==> src/rtl/ram_fifo_ctrl.sv <==
// 64-entry byte FIFO controller driving an external 64x8 single-port synchronous RAM.
// Optional sticky OVERFLOW output when RAM_FIFO_CTRL_OVF_FLAG_EN is defined.
module ram_fifo_ctrl #(
  parameter int unsigned ALMOST_FULL_LVL = 60
) (
  input  logic       CLK,
  input  logic       RST,
  input  logic [7:0] DIN,
  input  logic       PUSH,
  output logic       PUSH_RDY,
  input  logic       POP,
  output logic       POP_RDY,
  output logic [7:0] DOUT,
  output logic       DOUT_VALID,
  output logic       FULL,
  output logic       EMPTY,
  output logic       ALMOST_FULL,
  output logic [7:0] RAM_DATA,
  output logic [5:0] RAM_ADDR,
  output logic       RAM_WE,
  input  logic [7:0] RAM_Q
`ifdef RAM_FIFO_CTRL_OVF_FLAG_EN
  ,
  output logic       OVERFLOW
`endif
);

  localparam logic [6:0] AfLvl = 7'(ALMOST_FULL_LVL);

  typedef enum logic {StIdle, StRdWait} state_e;

  state_e     state_q;
  logic [5:0] wr_ptr_q;
  logic [5:0] rd_ptr_q;
  logic [6:0] count_q;
  logic       push_acc;
  logic       pop_acc;

  always_comb begin
    FULL        = (count_q == 7'd64);
    EMPTY       = (count_q == 7'd0);
    ALMOST_FULL = (count_q >= AfLvl);
    // Pop wins the single RAM port; a simultaneous push waits a cycle.
    POP_RDY     = !RST && (state_q == StIdle) && !EMPTY;
    pop_acc     = POP && POP_RDY;
    PUSH_RDY    = !RST && !FULL && !pop_acc;
    push_acc    = PUSH && PUSH_RDY;
    RAM_WE      = push_acc;
    RAM_ADDR    = push_acc ? wr_ptr_q : rd_ptr_q;
    RAM_DATA    = DIN;
  end

  always_ff @(posedge CLK) begin
    if (RST) begin
      state_q    <= StIdle;
      wr_ptr_q   <= 6'd0;
      rd_ptr_q   <= 6'd0;
      count_q    <= 7'd0;
      DOUT       <= 8'h00;
      DOUT_VALID <= 1'b0;
    end else begin
      if (push_acc) wr_ptr_q <= wr_ptr_q + 6'd1;
      if (pop_acc)  rd_ptr_q <= rd_ptr_q + 6'd1;
      if (push_acc && !pop_acc)      count_q <= count_q + 7'd1;
      else if (pop_acc && !push_acc) count_q <= count_q - 7'd1;
      DOUT_VALID <= 1'b0;
      unique case (state_q)
        StIdle: begin
          if (pop_acc) state_q <= StRdWait;
        end
        StRdWait: begin
          // RAM registered the read address at the accept edge; Q is valid now.
          DOUT       <= RAM_Q;
          DOUT_VALID <= 1'b1;
          state_q    <= StIdle;
        end
        default: state_q <= StIdle;
      endcase
    end
  end

`ifdef RAM_FIFO_CTRL_OVF_FLAG_EN
  always_ff @(posedge CLK) begin
    if (RST) begin
      OVERFLOW <= 1'b0;
    end else if (PUSH && FULL) begin
      OVERFLOW <= 1'b1;
    end
  end
`endif

endmodule
==> config.mk <==
export PLATFORM = sky130hd
export DESIGN_NAME = ram_fifo_ctrl
export DESIGN_NICKNAME = d
export VERILOG_FILES = /design/src/rtl/ram_fifo_ctrl.sv
export SDC_FILE = /design/constraint.sdc
export NUM_CORES = 1
export LEC_CHECK = 0
export CORE_MARGIN = 8
export CORE_UTILIZATION = 42
export DETAILED_ROUTE_END_ITERATION = 7
export GPL_TIMING_DRIVEN = 0
export PLACE_DENSITY = 0.74
export SLEW_MARGIN = 25
export SYNTH_ARGS = -nofsm -noshare
export SYNTH_HDL_FRONTEND = slang
export SYNTH_SLANG_ARGS = --single-unit
==> constraint.sdc <==
create_clock -name CLK -period 3.1 [get_ports CLK]
set_input_delay 0.62 -clock CLK [delete_from_list [all_inputs] [get_ports CLK]]
set_output_delay 0.62 -clock CLK [all_outputs]
set_load 0.05 [all_outputs]
# --- Yosys cells after proc, flatten, opt, wreduce, memory -nomap -nowiden ---
# Index checks and enable logic that the tools add are counted.
op_classes:
  addsub: 4
  magnitude_cmp: 1
  n_eq_ne: 1
  muxes: 6
  bitwise: 1
  reduce_logical: 15
op_table:
  columns: ["op", "count"]
  rows:
  - ["$mux 7", 2]
  - ["$add 6x1->6 const B", 2]
  - ["$logic_and 1x1->1", 8]
  - ["$add 7x1->7 const B", 1]
  - ["$eq 7x7->1 const B", 1]
  - ["$ge 7x6->1 const B", 1]
  - ["$logic_not 7->1", 1]
  - ["$sub 7x1->7 const B", 1]
  - ["$mux 6", 1]
  - ["$logic_not 1->1", 5]
  - ["$mux 1", 2]
  - ["$pmux 1 s2", 1]
  - ["$reduce_bool 2->1", 1]
  - ["$not 1->1", 1]
word_totals:
  reg_bits: 29
  inputBits: 20
  out_inout_bits: 29
  word_cells: 34

# --- Logic depth before layout (Yosys ltp) ---
depth:
  depth_word: 11
  mapped_depth: 13
  mapped_depth_nobuf: 12

# --- Worst setup path before layout ---
# No wires, ideal clock.
synth_path:
  kind: "flip-flop to flip-flop"
  from: "register count_q[0]"
  to: "register count_q[6]"
  setup_ns: 0.128
  arrival_time_ns: 3.134
  required_time_ns: 2.972
  path_slack_ns: -0.161
  stages_incl_launch_ff: 14
  path_buffers: 1
  period_less_slack_ns: 3.261
  cell_sequence: "dfxtp_1 nor4_4 and3b_2 clkbuf_1 nor3b_2 inv_1 ha_1 inv_1 fa_1 a211o_1 a21oi_1 nand3b_1 xnor2_1 nor2_1"
synth_between:
  elab_chain_len: 10
  elab_cells_between_ends: 18
  cone_classes: "2 x add/sub; 1 x eq/ne; 2 x mux; 13 x reduce/logical"
synth_rtl:
  columns: ["element", "line_no", "source"]
  rows:
  - ["start, declared", "35", "logic [6:0] count_q;"]
  - ["start signal, assigned", "64", "if (push_acc && !pop_acc) count_q <= count_q + 7'd1;"]
  - ["start signal, assigned", "65", "else if (pop_acc && !push_acc) count_q <= count_q - 7'd1;"]
  - ["$logic_not 7->1 (*)", "41", "EMPTY = (count_q == 7'd0);"]
  - ["via EMPTY", "16", "output logic EMPTY,"]
  - ["$logic_not 1->1 (*)", "44", "POP_RDY = !RST && (state_q == StIdle) && !EMPTY;"]
  - ["$logic_and 1x1->1 (*)", "44", null]
  - ["$logic_and 1x1->1 (*)", "45", "pop_acc = POP && POP_RDY;"]
  - ["$logic_not 1->1", "46, 64", null]
  - ["$logic_and 1x1->1", "46", "PUSH_RDY = !RST && !FULL && !pop_acc;"]
  - ["$logic_and 1x1->1", "47", "push_acc = PUSH && PUSH_RDY;"]
  - ["$logic_not 1->1", "65", null]
  - ["$logic_and 1x1->1", "65", null]
  - ["$reduce_bool 2->1 (no source line)", null, null]
# The timed path passes the listed nets; every way through them passes the cells marked *. The select of a mux whose other input is x is not followed.
# A chain may end at the register's enable or synchronous reset.

# --- Worst setup path after layout ---
layout_path:
  from: "input port POP"
  to: "output port RAM_ADDR[2]"
layout_between:
  elab_chain_len: 5
layout_rtl:
  columns: ["element", "line_no", "source"]
  rows:
  - ["start, declared", "11", "input logic POP,"]
  - ["$logic_and 1x1->1", "45", null]
  - ["$logic_not 1->1", "46", null]
  - ["$logic_and 1x1->1", "46", null]
  - ["$logic_and 1x1->1", "47", null]
  - ["$mux 6", "49", "RAM_ADDR = push_acc ? wr_ptr_q : rd_ptr_q;"]
  - ["end, declared", "19", "output logic [5:0] RAM_ADDR,"]
# No other way between the ends.

==> run summary <==
• **xor/xnor cell area share of the yosys netlist** 0.0495
• **remaining max-slew budget at the tightest pin** 0.568
• **multiplexer share of the synthesized area** 0.137
• **area fraction in and, or, nand and nor cells after synthesis** 0.211
• **Switch Pwr** 0.856 mW
• **largest fanout on the critical path** 7
• **category of the worst setup path capture point** output port
• **cell at the slowest stage of the critical path** sky130_fd_sc_hd__clkdlybuf4s50_1
• **CTS Hold Bufs** 0
• **Synth cell types** 42
• **proportion of synthesized chip area in sequential cells** 0.365
• **CTS sink count** 29
• **Final min period** 3.11 ns
• **antenna violations before repair** 0
• **Critical Path Start Type** input pin
• **endpoint of the most critical setup path** RAM_ADDR[2]
• **total area of sequential cells** 583 µm²
• **CTS tree** built
• **sw frac** 0.441
• **die area** 6010 µm²
• **endpoints failing setup** 2
• **result of the run** finished, violations left
• **half-perimeter wire length after detailed placement** 2.70 mm
• **post-detailed-route count of antenna-violating nets** 0
• **clock network fraction of total power** 0.159
• **starting density of the core** 0.435
• **filler cell count** 327
• **library cell with the highest instance count after synthesis** sky130_fd_sc_hd__dfxtp_1
• **remaining global-route overflow** 0
• **die outline height** 77.6 µm
• **# diodes** 0
• **number of buffer cells added on primary ports** 40
• **Die X** 77.6 µm
• **Reg power frac** 0.269
• **VDD IR-drop max** 0.483 mV
• **Max Buffers Root-to-Sink** 2
• **Avg Inst Size Synth** 9.53 µm²
• **kind of path behind the tightest hold check** register to register
• **largest family of logic cells by synthesized area** simple AND/OR/NAND/NOR gates
• **max-cap viol count** 0
• **violated checks** setup timing
• **final worst path period share** 1.00
• **flip-flop cell with the highest count after synthesis** sky130_fd_sc_hd__dfxtp_1
• **area growth from synthesis to layout** 38.8%
• **I/O pin cnt** 49
• **RSZ-0062 raised after global routing** yes
• **number of pins exceeding their max-slew limit in the final report** 0
• **count of flip-flops with a built-in enable after synthesis** 0
• **Clock Latency Late Sink** 0.27 ns
• **Int Pwr** 1.08 mW
• **crit path buf inv count** 4
• **chain of cells forming the critical path** clkdlybuf4s50_1, nor2b_4, a2111oi_4, buf_6, buf_4, mux2_2, clkdlybuf4s15_2
• **via count of the first global-routing pass** 1392
• **count of endpoints failing hold in the final timing report** 0
• **final setup slack of the worst path** -0.0106 ns
• **Setup TNS Final** -0.0143 ns
• **arrival time of data at the critical path endpoint** 2.49 ns
• **post-synth design cell area** 1590 µm²
• **Static Leak** 0.912 nW
• **PnR Total Power** 1.94 mW
• **first-pass GRT wire length** 6.14 mm
• **Core Area** 3660 µm²
• **proportion of synthesized flip-flops having asynchronous set or reset** 0
• **fraction of final layout cells sized beyond drive strength 1** 0.214
• **share of power burned in combinational logic** 0.573
• **number of buffers added by the clock tree synthesis step** 5
• **Register-to-Register Setup Slack** 0.19 ns
• **kind of cell adding the most delay to the critical path** buffers and inverters
• **required time of the worst setup path** 2.48 ns
• **clock tree skew after final layout** 0.00170 ns
• **total detailed-routing wirelength** 3.58 mm
• **FF-to-FF End** count_q[6]$_SDFFE_PP0P_
• **CTS clock-pin slew for the worst setup and hold paths** 0.06 ns
• **number of cells on the critical path** 7
• **top-area cell type share of the netlist area** 0.365
• **number of instances in the synthesized netlist** 167
• **pin count of the biggest net entering global routing** 11
• **Placement Rows** 22
• **Multi-input gate area** 923 µm²
• **category of the critical setup timing path** input pin to output port
• **Power per Cell Area** 879 nW/µm²
• **Worst setup startpoint** POP
• **DRC errors left** 0
• **synthesis warning total** 0
• **via density per instance** 5.09
• **top cell type by total area after synthesis** sky130_fd_sc_hd__dfxtp_1
• **Iteration-0 DRC Markers** 71
• **Final #Nets** 249
• **compound-gate portion of the synthesized area** 0.0943
• **highest clock rate** 321 MHz
• **number of H-tree levels** 2
• **net count of the mapped netlist** 196
• **DR pass1 iterations** 4
• **measured slew at the worst slew-check pin** 0.648 ns
• **leading cell types by count after synthesis** sky130_fd_sc_hd__dfxtp_1 (29), sky130_fd_sc_hd__nor2_1 (21), sky130_fd_sc_hd__mux2i_1 (15)
• **r2r worst-path depth** 12
• **top cells by area in the synthesized netlist** sky130_fd_sc_hd__dfxtp_1 (36%), sky130_fd_sc_hd__mux2i_1 (9.4%), sky130_fd_sc_hd__ha_1 (6.3%)
• **Critical Path Max Stage Delay** 0.40 ns
• **arithmetic-cell share of the synthesized area counting full adders, half adders and majority gates** 0.0755
• **clock root cell** sky130_fd_sc_hd__clkbuf_8
• **last weighted congestion value of the routability-driven placer** 0.797
• **Total GRT Usage** 0.123
• **average routed wire per standard cell** 13.4 µm
• **critical register-to-register path startpoint** count_q[3]$_SDFFE_PP0P_
• **Via Count** 1365
• **flip-flop and latch count after synthesis** 29
==> kinds of logic after synthesis <==
family	count (synthesis)
simple gates	60
xor+xnor	9
compound gates	20
mux	21
flops	29
buf+inv	19
fa+ha+maj	9
==> worst reg2reg max path, delay by kind of cell (launching register included) <==
family | cells | cell delay (ns)
flops | 1 | 0.35
simple gates | 4 | 0.63
compound gates | 3 | 0.85
xor+xnor | 1 | 0.13
fa+ha+maj | 2 | 0.59
buf+inv | 2 | 0.24
==> routing by layer <==
metal,part of all wire,track usage,routed length (µm)
met1,0.42,0.133,1490
met2,0.49,0.201,1750
met3,0.080,0.0599,285
met4,0.016,0.0509,56
met5,0,0,0
==> layout make-up <==
cell class	count	share of cell area
plain buffers	15	0.0430
well taps	48	0.0272
inverters	4	0.00680
flip-flops and latches	29	0.264
multi-input cells	119	0.418
repair buffers	46	0.202
clock buffers	7	0.0391
==> power by group through the flow <==
stage                     registers [mW]  clock network [mW]  logic, mW
after floorplan                    0.581                   0      0.755
after global placement             0.521                   0       1.07
after detailed placement           0.524                   0       1.08
after CTS                          0.519               0.315       1.10
after global routing               0.534               0.327       1.21
final                              0.522               0.308       1.11
==> sequential cells by signal, summed over array words and instances (netlist names) <==
name        cells
DOUT            8
DOUT_VALID      1
count_q         7
rd_ptr_q        6
state_q         1
wr_ptr_q        6
==> stage by stage <==
stage	hold slack (ns)	cells	instance area (µm²)	setup slack (ns)	utilization
6_report	0.462	268	2210	-0.0106	0.604
3_5_place_dp	0.454	255	2060	-0.589	0.562
2_1_floorplan	0.428	167	1600	0.00441	-
5_1_grt	0.516	268	2210	-0.0623	0.604
3_3_place_gp	0.449	255	2060	-0.583	0.562
4_1_cts	0.463	265	2180	0.00134	0.596
==> layout by cell type, fill, tap and decap left out, drive strengths merged, types with 5 or more instances in the layout <==
cell type	instances
nand4	5
xnor2	5
dfxtp	29
buf	16
nor2	21
clkdlybuf4s50	31
ha	8
mux2i	15
mux2	6
clkbuf	13
clkdlybuf4s15	5
nand2	9
a21oi	6
==> how the worst min path moves through the flow <==
stage / start / end / cells past startpoint
finish: wr_ptr_q[5]$_SDFFE_PP0P_ / wr_ptr_q[5]$_SDFFE_PP0P_ / 1
floorplan: wr_ptr_q[5]$_SDFFE_PP0P_ / wr_ptr_q[5]$_SDFFE_PP0P_ / 1
global route: wr_ptr_q[5]$_SDFFE_PP0P_ / wr_ptr_q[5]$_SDFFE_PP0P_ / 1
CTS: wr_ptr_q[5]$_SDFFE_PP0P_ / wr_ptr_q[5]$_SDFFE_PP0P_ / 1
detailed placement: wr_ptr_q[5]$_SDFFE_PP0P_ / wr_ptr_q[5]$_SDFFE_PP0P_ / 1
global placement: wr_ptr_q[5]$_SDFFE_PP0P_ / wr_ptr_q[5]$_SDFFE_PP0P_ / 1
==> repair_timing <==
| action | CTS | global route |
|---|---|---|
| pin swaps | 2 | 2 |
| resized for setup | 22 | 7 |
| setup endpoints to repair | 11 | 5 |
| buffers inserted | 3 | 3 |
(Power assumes the default switching activity.)
